===== src/rtl/collision_pkg.sv =====
// collision_pkg: shared box type, checker FSM states and T-rex inset constants.
// Contents: box_t (signed 12-bit corner, 10-bit size), coll_state_t, INSET_X/INSET_TOP, inset_box().
package collision_pkg;

    typedef struct packed {
        logic signed [11:0] x;
        logic signed [11:0] y;
        logic        [9:0]  w;
        logic        [9:0]  h;
    } box_t;

    typedef enum logic [1:0] {IDLE, SCAN, DRAIN, DONE} coll_state_t;

    localparam int INSET_X   = 4;
    localparam int INSET_TOP = 2;

    // Sprite-outline approximation; tiny boxes keep their full size so they never collapse.
    function automatic box_t inset_box(input box_t b);
        box_t r;
        r = b;
        if (b.w > 10'(2 * INSET_X) && b.h > 10'(INSET_TOP)) begin
            r.x = b.x + 12'(INSET_X);
            r.w = b.w - 10'(2 * INSET_X);
            r.y = b.y + 12'(INSET_TOP);
            r.h = b.h - 10'(INSET_TOP);
        end
        return r;
    endfunction

endpackage


===== src/rtl/box_overlap.sv =====
// box_overlap: combinational strict axis-aligned overlap test between two boxes.
// Ports: a, b (box_t) in; hit out, high when the interiors intersect (shared edges do not count).
module box_overlap
    import collision_pkg::*;
(
    input  box_t a,
    input  box_t b,
    output logic hit
);

    logic signed [12:0] ax, ay, bx, by, ar, ab, br, bb;

    // 13-bit signed arithmetic: corner + zero-extended size cannot overflow.
    always_comb begin
        ax  = {a.x[11], a.x};
        ay  = {a.y[11], a.y};
        bx  = {b.x[11], b.x};
        by  = {b.y[11], b.y};
        ar  = ax + {3'b000, a.w};
        ab  = ay + {3'b000, a.h};
        br  = bx + {3'b000, b.w};
        bb  = by + {3'b000, b.h};
        hit = (ax < br) && (bx < ar) && (ay < bb) && (by < ab);
    end

endmodule


===== src/rtl/trex_collision.sv =====
// trex_collision: per-tick scan of the obstacle table producing a sticky T-rex crash flag.
// Ports: clk, rst (sync, active high), update (tick), clear (restart), trex_x/y/w/h (T-rex box),
//        obs_req/obs_idx (table read strobe/slot), obs_valid/obs_x/y/w/h (slot data, one cycle later),
//        busy (scan in progress), done (scan-complete pulse), crash (sticky collision).
// Build option: define TREX_COLLISION_INSET_EN to shrink the latched T-rex box to its sprite outline.
module trex_collision
    import collision_pkg::*;
#(
    parameter int NUM_OBSTACLES = 3,
    parameter int IDX_W         = 3
) (
    input  logic                    clk,
    input  logic                    rst,
    input  logic                    update,
    input  logic                    clear,
    input  logic signed [11:0]      trex_x,
    input  logic signed [11:0]      trex_y,
    input  logic        [9:0]       trex_w,
    input  logic        [9:0]       trex_h,
    output logic                    obs_req,
    output logic        [IDX_W-1:0] obs_idx,
    input  logic                    obs_valid,
    input  logic signed [11:0]      obs_x,
    input  logic signed [11:0]      obs_y,
    input  logic        [9:0]       obs_w,
    input  logic        [9:0]       obs_h,
    output logic                    busy,
    output logic                    done,
    output logic                    crash
);

    localparam logic [IDX_W-1:0] LAST = IDX_W'(NUM_OBSTACLES - 1);

    coll_state_t      state_q, state_d;
    box_t             trex_q, trex_d, trex_in, obs_box;
    logic             obs_hit;
    logic             obs_req_q, obs_req_d;
    logic [IDX_W-1:0] obs_idx_q, obs_idx_d;
    logic             rsp_q, rsp_d;
    logic             acc_q, acc_d;
    logic             busy_q, busy_d;
    logic             done_q, done_d;
    logic             crash_q, crash_d;

    assign trex_in = '{x: trex_x, y: trex_y, w: trex_w, h: trex_h};
    assign obs_box = '{x: obs_x, y: obs_y, w: obs_w, h: obs_h};

    box_overlap u_overlap (
        .a   (trex_q),
        .b   (obs_box),
        .hit (obs_hit)
    );

    // rsp_q marks a cycle whose obs_* inputs answer last cycle's request.
    always_comb begin
        state_d   = state_q;
        trex_d    = trex_q;
        obs_req_d = 1'b0;
        obs_idx_d = obs_idx_q;
        rsp_d     = obs_req_q;
        acc_d     = acc_q | (rsp_q & obs_valid & obs_hit);
        done_d    = 1'b0;
        crash_d   = crash_q;
        if (clear) begin
            state_d = IDLE;
            rsp_d   = 1'b0;
            acc_d   = 1'b0;
            crash_d = 1'b0;
        end else begin
            case (state_q)
                IDLE: if (update) begin
                    state_d   = SCAN;
                    obs_req_d = 1'b1;
                    obs_idx_d = '0;
                    acc_d     = 1'b0;
`ifdef TREX_COLLISION_INSET_EN
                    trex_d    = inset_box(trex_in);
`else
                    trex_d    = trex_in;
`endif
                end
                SCAN: if (obs_idx_q == LAST) begin
                    state_d = DRAIN;
                end else begin
                    obs_req_d = 1'b1;
                    obs_idx_d = obs_idx_q + IDX_W'(1);
                end
                DRAIN: begin
                    state_d = DONE;
                    done_d  = 1'b1;
                    crash_d = crash_q | acc_d;
                end
                default: state_d = IDLE;
            endcase
        end
        busy_d = (state_d != IDLE);
    end

    always_ff @(posedge clk) begin
        if (rst) begin
            state_q   <= IDLE;
            trex_q    <= '0;
            obs_req_q <= 1'b0;
            obs_idx_q <= '0;
            rsp_q     <= 1'b0;
            acc_q     <= 1'b0;
            busy_q    <= 1'b0;
            done_q    <= 1'b0;
            crash_q   <= 1'b0;
        end else begin
            state_q   <= state_d;
            trex_q    <= trex_d;
            obs_req_q <= obs_req_d;
            obs_idx_q <= obs_idx_d;
            rsp_q     <= rsp_d;
            acc_q     <= acc_d;
            busy_q    <= busy_d;
            done_q    <= done_d;
            crash_q   <= crash_d;
        end
    end

    assign obs_req = obs_req_q;
    assign obs_idx = obs_idx_q;
    assign busy    = busy_q;
    assign done    = done_q;
    assign crash   = crash_q;

endmodule


===== config.mk =====
export PLATFORM = sky130hd
export DESIGN_NAME = trex_collision
export DESIGN_NICKNAME = d
export VERILOG_FILES = /design/src/rtl/collision_pkg.sv /design/src/rtl/box_overlap.sv /design/src/rtl/trex_collision.sv
export SDC_FILE = /design/constraint.sdc
export NUM_CORES = 1
export LEC_CHECK = 0
export ABC_CLOCK_PERIOD_IN_PS = 3400
export CORE_AREA = 4 4 124 126
export CTS_CLUSTER_SIZE = 40
export DETAILED_ROUTE_END_ITERATION = 6
export DIE_AREA = 0 0 128 130
export GPL_ROUTABILITY_DRIVEN = 0
export PLACE_DENSITY = 0.66
export SYNTH_ARGS = -nofsm -noshare
export SYNTH_HDL_FRONTEND = slang
export SYNTH_SLANG_ARGS = --single-unit

===== constraint.sdc =====
create_clock -name clk -period 3.4 [get_ports clk]
set_clock_uncertainty 0.1 [all_clocks]
set_input_delay 0.68 -clock clk [delete_from_list [all_inputs] [get_ports clk]]
set_output_delay 0.68 -clock clk [all_outputs]
set_load 0.05 [all_outputs]

# ---- After elaboration in Yosys (flattened, before gate mapping)
# Cells that the tools add are included.
dict set report totals {
  reg_bits 55
  inputBits 93
  out_inout_bits 7
  word_cells 53
}
dict set report classes {
  magnitude_cmp 4
  n_reduce_logical 9
  mux 13
  eq_ne 5
  bitwise 5
  addsub 5
}
# cell count
set ops {}
lappend ops {{$add 12x11->13} 4}
lappend ops {{$lt 12x13->1} 4}
lappend ops {{$mux 2} 3}
lappend ops {{$mux 3} 2}
lappend ops {{$pmux 2 s3} 1}
lappend ops {{$pmux 3 s2} 1}
lappend ops {{$mux 1} 5}
lappend ops {{$ne 2x2->1 const B} 2}
lappend ops {{$reduce_and 4->1} 1}
lappend ops {{$reduce_bool 2->1} 2}
lappend ops {{$add 3x1->3 const B} 1}
lappend ops {{$eq 3x2->1 const B} 1}
lappend ops {{$logic_and 1x1->1} 3}
lappend ops {{$reduce_and 3->1} 1}
lappend ops {{$and 1x1->1} 2}
lappend ops {{$eq 2x1->1 const B} 1}
lappend ops {{$eq 2x2->1 const B} 1}
lappend ops {{$logic_not 2->1} 1}
lappend ops {{$or 1x1->1} 2}
lappend ops {{$pmux 1 s2} 1}
lappend ops {{$reduce_or 2->1} 1}
lappend ops {{$not 1->1} 1}

# ---- Depth between registers and ports, before layout
# Gate-level depths: netlist (run 1).
dict set report depth {
  ltp_word 9
  mapped_depth 16
  mapped_depth_nobuf 16
}

# ---- Modules after synthesis
# Synthesis (run 1) repeated with hierarchy kept, for this count alone.
dict set report unflattened {
  hier_cells 601
  hier_area_um2 4827.1
}
# mod n_inst area_per_inst_um2 seq_area_each_um2 cells_each
set by_module_without_submodules {}
lappend by_module_without_submodules {box_overlap 1 2805.2 0.0 361}
lappend by_module_without_submodules {trex_collision 1 2021.9 1101.1 240}

# ---- Worst setup path after synthesis (run 1)
# Ideal clock, no wire load.
dict set report synth_path {
  path_kind {input to register}
  from {input port obs_x[0]}
  to {register acc_q}
  slack_ns -0.162
  t_required_ns 3.177
  cell_stages 16
  n_path_buf 0
  setup_time_ns 0.123
  t_arrival_ns 3.339
  path_cell_list {ha_1 > inv_1 > fa_1 > inv_1 > a21o_1 > a21oi_2 > o211ai_2 > a2111oi_0 > nor3b_1 > ha_1 > nand4_1 > or4_1 > a211oi_2 > o32ai_1 > o2111ai_1 > o21ai_1}
}
dict set report synth_between {
  elab_chain_cells 9
  word_cells_on_any_way 10
  classes_between {1 x add/sub; 2 x order compare; 2 x mux; 2 x bitwise; 3 x reduce/logical}
}
# item line
set synth_lines {}
lappend synth_lines {{start: declaration} trex_collision.sv:23} ;# input logic signed [11:0] obs_x,
lappend synth_lines {{$add 12x11->13} box_overlap.sv:21} ;# br = bx + {3'b000, b.w};
lappend synth_lines {{$lt 12x13->1} box_overlap.sv:23} ;# hit = (ax < br) && (bx < ar) && (ay < bb) && (by < ab);
lappend synth_lines {{$logic_and 1x1->1 * (3 in series)} box_overlap.sv:23}
lappend synth_lines {{$and 1x1->1 *} trex_collision.sv:61} ;# acc_d = acc_q | (rsp_q & obs_valid & obs_hit);
lappend synth_lines {{$or 1x1->1 *} trex_collision.sv:61}
lappend synth_lines {{$mux 1} trex_collision.sv:71} ;# IDLE: if (update) begin
lappend synth_lines {{$mux 1 *} trex_collision.sv:70} ;# case (state_q)
lappend synth_lines {{end signal: assignment} trex_collision.sv:106} ;# acc_q <= 1'b0;
lappend synth_lines {{end signal: assignment} trex_collision.sv:116} ;# acc_q <= acc_d;
lappend synth_lines {{end: declaration} trex_collision.sv:40} ;# logic acc_q, acc_d;
# Every way passes the cells marked *; elsewhere a longest branch is shown, timed or not.
# A chain may end at the register's enable or synchronous reset.

# ---- Worst setup path after layout (run 1)
dict set report layout_path {
  from {input port obs_w[0]}
  to {register crash_q (netlist: crash)}
}
dict set report layout_between {
  elab_chain_cells 8
}
# item line
set layout_lines {}
lappend layout_lines {{start: declaration} trex_collision.sv:25} ;# input logic [9:0] obs_w,
lappend layout_lines {{$add 12x11->13} box_overlap.sv:21}
lappend layout_lines {{$lt 12x13->1} box_overlap.sv:23}
lappend layout_lines {{$logic_and 1x1->1 (3 in series)} box_overlap.sv:23}
lappend layout_lines {{$and 1x1->1} trex_collision.sv:61}
lappend layout_lines {{$or 1x1->1} trex_collision.sv:61}
lappend layout_lines {{$or 1x1->1} trex_collision.sv:91} ;# crash_d = crash_q | acc_d;
lappend layout_lines {{end signal: assignment} trex_collision.sv:119} ;# crash_q <= crash_d;
lappend layout_lines {{end: declaration} trex_collision.sv:43} ;# logic crash_q, crash_d;
# No other way between the ends.

==> flow_metrics.tcl, run 1 <==
set metrics [dict create \
    grt.total_usage_pct 15.9 \
    n_antenna_cell 0 \
    setup_viol 2 \
    utilization_pct 50.5 \
    drive_gt1_share_pct 21.2 \
    timing.final.crit_share_pct 105 \
    grt_overflow 0 \
    num-fill-cells 1413 \
    fp-row-count 44 \
    ir_drop_mv 0.224 \
    hold_class "flop to flop" \
    layout_setup_ws_ns -0.170 \
    ant_nets 0 \
    cellPowerDensity_nw_per_um2 294 \
    crit_arrival_ns 3.65 \
    grt_pass1_wl_um 22100 \
    dr.first_iter.drc_count 185 \
    synth-seq-cells 55 \
    synth_area_um2 4900 \
    clk_path_buf_depth 2 \
    wl_per_cell_um 13.3 \
    nets 997 \
    leakage_nw 3.12 \
    synthFlopType "dfxtp_1" \
    fp.dieH_um 130 \
    grt_pass1_vias 4859 \
    die_width_um 128 \
    synthArstFlopShare_pct 0 \
    clkSlewWorstSetupHoldPaths_ns 0.07 \
    vias 4936 \
    fmax_mhz 280 \
    synthesis.nets 812 \
    crit_type "primary input to flop" \
    synth_largest_area_cell "ha_1" \
    area_growth_pct 47.7 \
    worstMarginPinSlew_ns 0.600 \
    synthCells 625 \
    final-max-slew-violation-count 0 \
    rsz0062_at_grt "yes" \
    cp_max_fo 4 \
    core_um2 14300 \
    worst_setup_path_start_kind "primary input" \
    cts_tree "built" \
    htree_levels 2 \
    root_buffer "clkbuf_16" \
    vias_per_cell 4.96 \
    yosys.area.top_type_share_pct 23.0 \
    fin_crit_ns 3.57 \
    grt_max_degree 32 \
    ys_seq_area_share_pct 22.5 \
    yosysUniqueCellTypes 53 \
    synth_area_leaders "ha_1 (23%), dfxtp_1 (22%), nand2_1 (9.2%)" \
    cts.sinks 55 \
    avgSynthCellArea_um2 7.84 \
    crit_required_ns 3.48 \
    dp_hpwl_um 10700 \
    violations "negative setup slack" \
    clkLatencyLatePin_ns 0.29 \
    drv_cap 0 \
    port_buffers 99 \
    drc 0 \
    antenna_found_initial 0 \
    hold_viol 0 \
    status "finished with violations" \
    cts_buffers 5 \
    drtPass1Iterations 4 \
    end_kind "flop" \
    synth_edf_count 0 \
    ys_warn_count 0 \
    ctsHoldBuffers 0 \
    start_util_pct 34.2 \
    pre_cts_ws_ns -0.914 \
    rrSetupSlack_ns -0.10 \
    whs_ns 0.361 \
    dieArea_um2 16600 \
    ioPinCount 100 \
    wirelength_um 13300 \
    max-slew-margin-rel_pct 59.7 \
]
## kinds of logic (layout without fill, tap and decap cells)
group / Yosys count / count (layout) / synth area share [%]
AO/OA/AOI/OAI: 163 / 163 / 21.2
AND/OR/NAND/NOR: 233 / 233 / 21.9
buffers and inverters: 46 / 232 / 3.63
adder cells (fa/ha/maj): 94 / 94 / 24.6
flip-flops: 55 / 55 / 22.5
XOR/XNOR: 32 / 32 / 5.72
multiplexers: 2 / 2 / 0.409
## timing repair
| item | in CTS | in global routing |
|---|---|---|
| pin swaps | 40 | 29 |
| endpoints found under the setup margin | 2 | 2 |
| gates resized for setup | 86 | 16 |
| setup buffers | 5 | 3 |
## worst max-delay path: stages
cell	delay (ns)
buf_6	0.10
ha_4	0.15
inv_2	0.05
fa_2	0.21
inv_2	0.03
a21o_1	0.15
a21oi_2	0.15
o211ai_2	0.15
a2111oi_2	0.39
nor3b_1	0.10
ha_1	0.31
nand4_1	0.08
or4_4	0.53
a211oi_4	0.23
o32ai_4	0.15
o2111ai_4	0.09
o21ai_1	0.09
## cell type report
class	count	area [um^2]	area share, %
inverters	32	120	1.66
multi-input cells	524	3960	54.7
well taps	184	230	3.18
clock inverters	2	60.1	0.830
flip-flops and latches	55	1100	15.2
repair buffers	192	1640	22.6
clock buffers	6	129	1.78
## power by group
group / switching [mW] / total [mW] / internal, mW / leakage [nW]
combinational: 0.367 / 0.782 / 0.415 / 2.58
clock: 0.228 / 0.651 / 0.422 / 0.0911
sequential: 0.0246 / 0.695 / 0.671 / 0.448
## placed cells by master, fill, tap and decap left out, types with 8 or more instances in the layout
master / instances
a21oi_1: 65
a21oi_2: 10
a31oi_1: 10
buf_2: 8
buf_4: 92
clkdlybuf4s50_1: 72
dfxtp_1: 55
dlygate4sd2_1: 14
ha_1: 75
ha_4: 13
inv_1: 28
nand2_1: 120
nand2b_1: 16
nand3_1: 11
nor2_1: 26
nor3_1: 13
o211ai_1: 9
o21ai_0: 16
o21ai_1: 11
or3_1: 8
xor2_1: 26
## final timing paths
check             start          to  cells after the start
min reg2reg  trex_q[18]  trex_q[18]                      2
max reg2reg   trex_q[0]       crash                     15
min          trex_q[18]  trex_q[18]                      2
max            obs_w[0]       crash                     17
## sequential cells by signal (all words and copies together) (netlist names)
signal,count
trex_q,44
obs_idx,3
state_q,2
acc_q,1
busy,1
crash,1
done,1
obs_req,1
rsp_q,1
## through the flow
stage | TNS (ns) | total power [mW] | instance area (um^2) | instances
floorplan | -0.0419 | 1.11 | 4970 | 625
global placement | -1.43 | 1.42 | 6780 | 979
detailed placement | -1.83 | 1.43 | 6780 | 979
CTS | -0.299 | 2.12 | 7150 | 992
global route | -0.588 | 2.27 | 7230 | 995
finish | -0.337 | 2.13 | 7230 | 995
## cell usage after synthesis (3+ instances only)
| cell | n |
|---|---|
| inv_1 | 32 |
| nand4_1 | 6 |
| nor2_1 | 26 |
| a21o_1 | 7 |
| o21ai_1 | 8 |
| ha_1 | 90 |
| or3_1 | 8 |
| o21ai_0 | 20 |
| o2111ai_1 | 3 |
| o211ai_1 | 9 |
| nor3_1 | 16 |
| a2111oi_0 | 3 |
| or2_2 | 5 |
| nand2b_1 | 17 |
| nand3_1 | 11 |
| and2_1 | 4 |
| xor2_1 | 26 |
| and3_1 | 8 |
| a31oi_1 | 10 |
| buf_2 | 4 |
| a21oi_2 | 5 |
| a21oi_1 | 70 |
| xnor2_1 | 6 |
| dfxtp_1 | 55 |
| nor4_1 | 5 |
| o31ai_1 | 3 |
| clkbuf_1 | 10 |
| fa_1 | 4 |
| nand2_1 | 120 |
## per-layer routing
metal	vias up	wire (um)	GRT usage (%)	part of all wire [%]
met4	0	125	2.00	0.94
met3	12	755	3.03	5.7
met5	-	0	0	0
li1	2612	-	-	-
met1	2211	6400	21.7	48
met2	101	5980	27.0	45
Power figures use the tool's default switching activity.
==> run 2: changes to the inputs <==
Settings changed: CORE_AREA 4 4 124 126 to 4 4 123 125, DIE_AREA 0 0 128 130 to 0 0 127 129, PLACE_DENSITY 0.66 to 0.67, SYNTH_HIERARCHICAL from default to 1.
==> run 2 against run 1 <==
  * The run still ends with negative setup slack left
  * Via count barely moved
  * Die area fell by 1.5%
  * Synthesized area fell by 1.4%
  * Register-to-register slack got worse by 0.27 ns
  * Power fell by 4.6%
  * Routed wire length rose by 4.3%
  * Clock power fell by 20%
  * Design area rose by 0.76%
  * Hold slack got worse by 0.035 ns
  * Fmax fell by 7.4%
==> flow_metrics.tcl, run 2 <==
set metrics [dict create \
    hold_class "flop to flop" \
    vias_per_cell 5.05 \
    status "finished with violations" \
    antenna_found_initial 0 \
    yosysMostFrequentCell "nand2_1" \
    grt_max_degree 48 \
    hold_viol 0 \
    cts.sinks 55 \
    synthCells 601 \
    end_kind "flop" \
    drc 0 \
    ys_seq_area_share_pct 22.8 \
    top_register "trex_q" \
    ir_drop_mv 0.254 \
    die_width_um 127 \
    setup_viol 2 \
    worst_setup_path_start_kind "primary input" \
    p_seq_share_pct 34.2 \
    synthArstFlopShare_pct 0 \
    synthesis.nets 788 \
    cellInternalPower_mw 1.40 \
    drive_gt1_share_pct 23.3 \
    fp.dieH_um 129 \
    n_antenna_cell 0 \
    ioPinCount 100 \
    synth_area_leaders "ha_1 (23%), dfxtp_1 (23%), nand2_1 (8.6%)" \
    clkSlewWorstSetupHoldPaths_ns 0.07 \
    ctsHoldBuffers 0 \
    start_util_pct 34.8 \
    switching_power_uw 628 \
    fmax_mhz 259 \
    synth_fa_ha_area_share_pct 25.0 \
    min_path_cells 2 \
    ys_top_cells_by_count "nand2_1 (111), ha_1 (90), a21oi_1 (83)" \
    dp_hpwl_um 10900 \
    fp-row-count 43 \
    yosysUniqueCellTypes 53 \
    crit_start "obs_w[9]" \
    largest_reg_flops 44 \
    grt.total_usage_pct 16.6 \
    ant_nets 0 \
    cellPowerDensity_nw_per_um2 279 \
    final-max-slew-violation-count 0 \
    synth_area_um2 4830 \
    ys_warn_count 6 \
    wl_per_cell_um 14.1 \
    cp_max_fo 6 \
    synth_largest_area_cell "ha_1" \
    grt_pass1_vias 5171 \
    layout_setup_ws_ns -0.457 \
    wirelength_um 13800 \
    swShare_pct 30.9 \
    holdCritStartpoint "obs_req" \
    utilization_pct 52.5 \
    clk_path_buf_depth 2 \
    synth-seq-cells 55 \
    dr.first_iter.drc_count 145 \
    p_comb_share_pct 40.0 \
    yosys.area.top_type_share_pct 23.3 \
    crit_required_ns 3.54 \
    synthFlopType "dfxtp_1" \
    nets 983 \
    synth_edf_count 0 \
    core_um2 13900 \
    synth_compound_area_share_pct 22.2 \
    synth_top_family_by_area "adder cells" \
    cts_buffers 5 \
    worstMarginPinSlew_ns 0.535 \
    leakage_nw 3.14 \
    rsz0062_at_grt "yes" \
    htree_levels 2 \
    clkLatencyLatePin_ns 0.29 \
    violations "negative setup slack" \
    grt_overflow 0 \
    fin_crit_ns 3.86 \
    crit_type "primary input to flop" \
    reg2reg_from "trex_q[0]" \
    avgSynthCellArea_um2 8.03 \
    grt_pass1_wl_um 22900 \
    vias 4932 \
    dieArea_um2 16400 \
    crit_arrival_ns 3.99 \
    area_growth_pct 51.0 \
    port_buffers 99 \
    synth_mux_area_share_pct 0.415 \
    drv_cap 0 \
    synthSimpleGateAreaFrac_pct 18.9 \
    max-slew-margin-rel_pct 64.2 \
    reg2reg_depth 16 \
    synth-xor-area-share_pct 6.35 \
    cts_tree "built" \
    layout_commonest_cell "nand2_1" \
    final_cell_mix "nand2_1 (110), buf_4 (105), ha_1 (77), a21oi_1 (75), clkdlybuf4s50_1 (75)" \
    timing.final.crit_share_pct 113 \
    p_clk_share_pct 25.8 \
    setup_tns_ns -0.893 \
    root_buffer "clkbuf_16" \
    drtPass1Iterations 4 \
]
run 2: cell count changes after synthesis, sizes merged, moves of 6 or more:
cell and change:
a21oi +10, nor2b +6, xnor2 +10, buf +7, or3 -6, nor3 -11, nand3 -7, o21ai -6
nor2 +9, inv -6, nand2 -9, and3 -7, nand2b -9, xor2 -7
run 2: path summary, 6_finish.rpt:
check	slack, ns	end
min	0.33	rsp_q
max	-0.46	crash
min reg2reg	0.33	rsp_q
max reg2reg	-0.37	crash
run 2: layout make-up:
cell class	count	area, um^2
Clock buffer	7	143
Clock inverter	1	8.76
Fill cell	1296	6590
Inverter	26	97.6
Multi-Input combinational cell	502	3930
Sequential cell	55	1100
Tap cell	180	225
Timing Repair Buffer	206	1780
run 2: cells by family after synthesis:
group	count (synthesis)
AND/OR/NAND/NOR	199
AO/OA/AOI/OAI	172
adder cells (fa/ha/maj)	94
flip-flops	55
buffers and inverters	44
XOR/XNOR	35
multiplexers	2
run 2: timing repair:
item / CTS / global route
gates resized for setup: 83 / 41
setup endpoints to repair: 2 / 2
pin swaps: 42 / 43
cloned: 0 / 0
buffers inserted: 6 / 5
run 2: metal layers:
metal	track usage (%)	vias up	routed length, um
li1	-	2545	-
met1	20.7	2264	6140
met2	29.6	98	6820
met3	2.91	25	557
met4	4.16	0	302
met5	0	-	0
run 2: per-stage QoR:
stage	worst slack [ns]	total power, mW	cell area, um^2	hold slack, ns	instances
CTS	-0.548	2.00	7110	0.327	972
global route	-0.625	2.16	7290	0.347	977
global placement	-1.12	1.40	6680	0.323	958
finish	-0.457	2.03	7290	0.326	977
floorplan	-0.380	1.10	4860	0.341	601
detailed placement	-1.31	1.42	6680	0.316	958
run 2: power groups by stage:
stage	clock network, mW	logic (mW)	registers (mW)
floorplan	0	0.392	0.707
global placement	0	0.690	0.707
detailed placement	0	0.713	0.709
CTS	0.535	0.774	0.694
global route	0.557	0.909	0.697
finish	0.524	0.812	0.694
run 2: critical path, stage by stage:
cell             delay (ns)
clkdlybuf4s50_1        0.44
ha_4                   0.32
nand2_2                0.08
a2111oi_4              0.36
o31ai_2                0.10
xor2_1                 0.18
ha_1                   0.31
nand4_1                0.13
o22ai_2                0.13
nor4b_4                0.35
o31ai_4                0.13
a221oi_2               0.23
and3_4                 0.24
a31oi_4                0.08
nor2_1                 0.11
o21ba_2                0.12
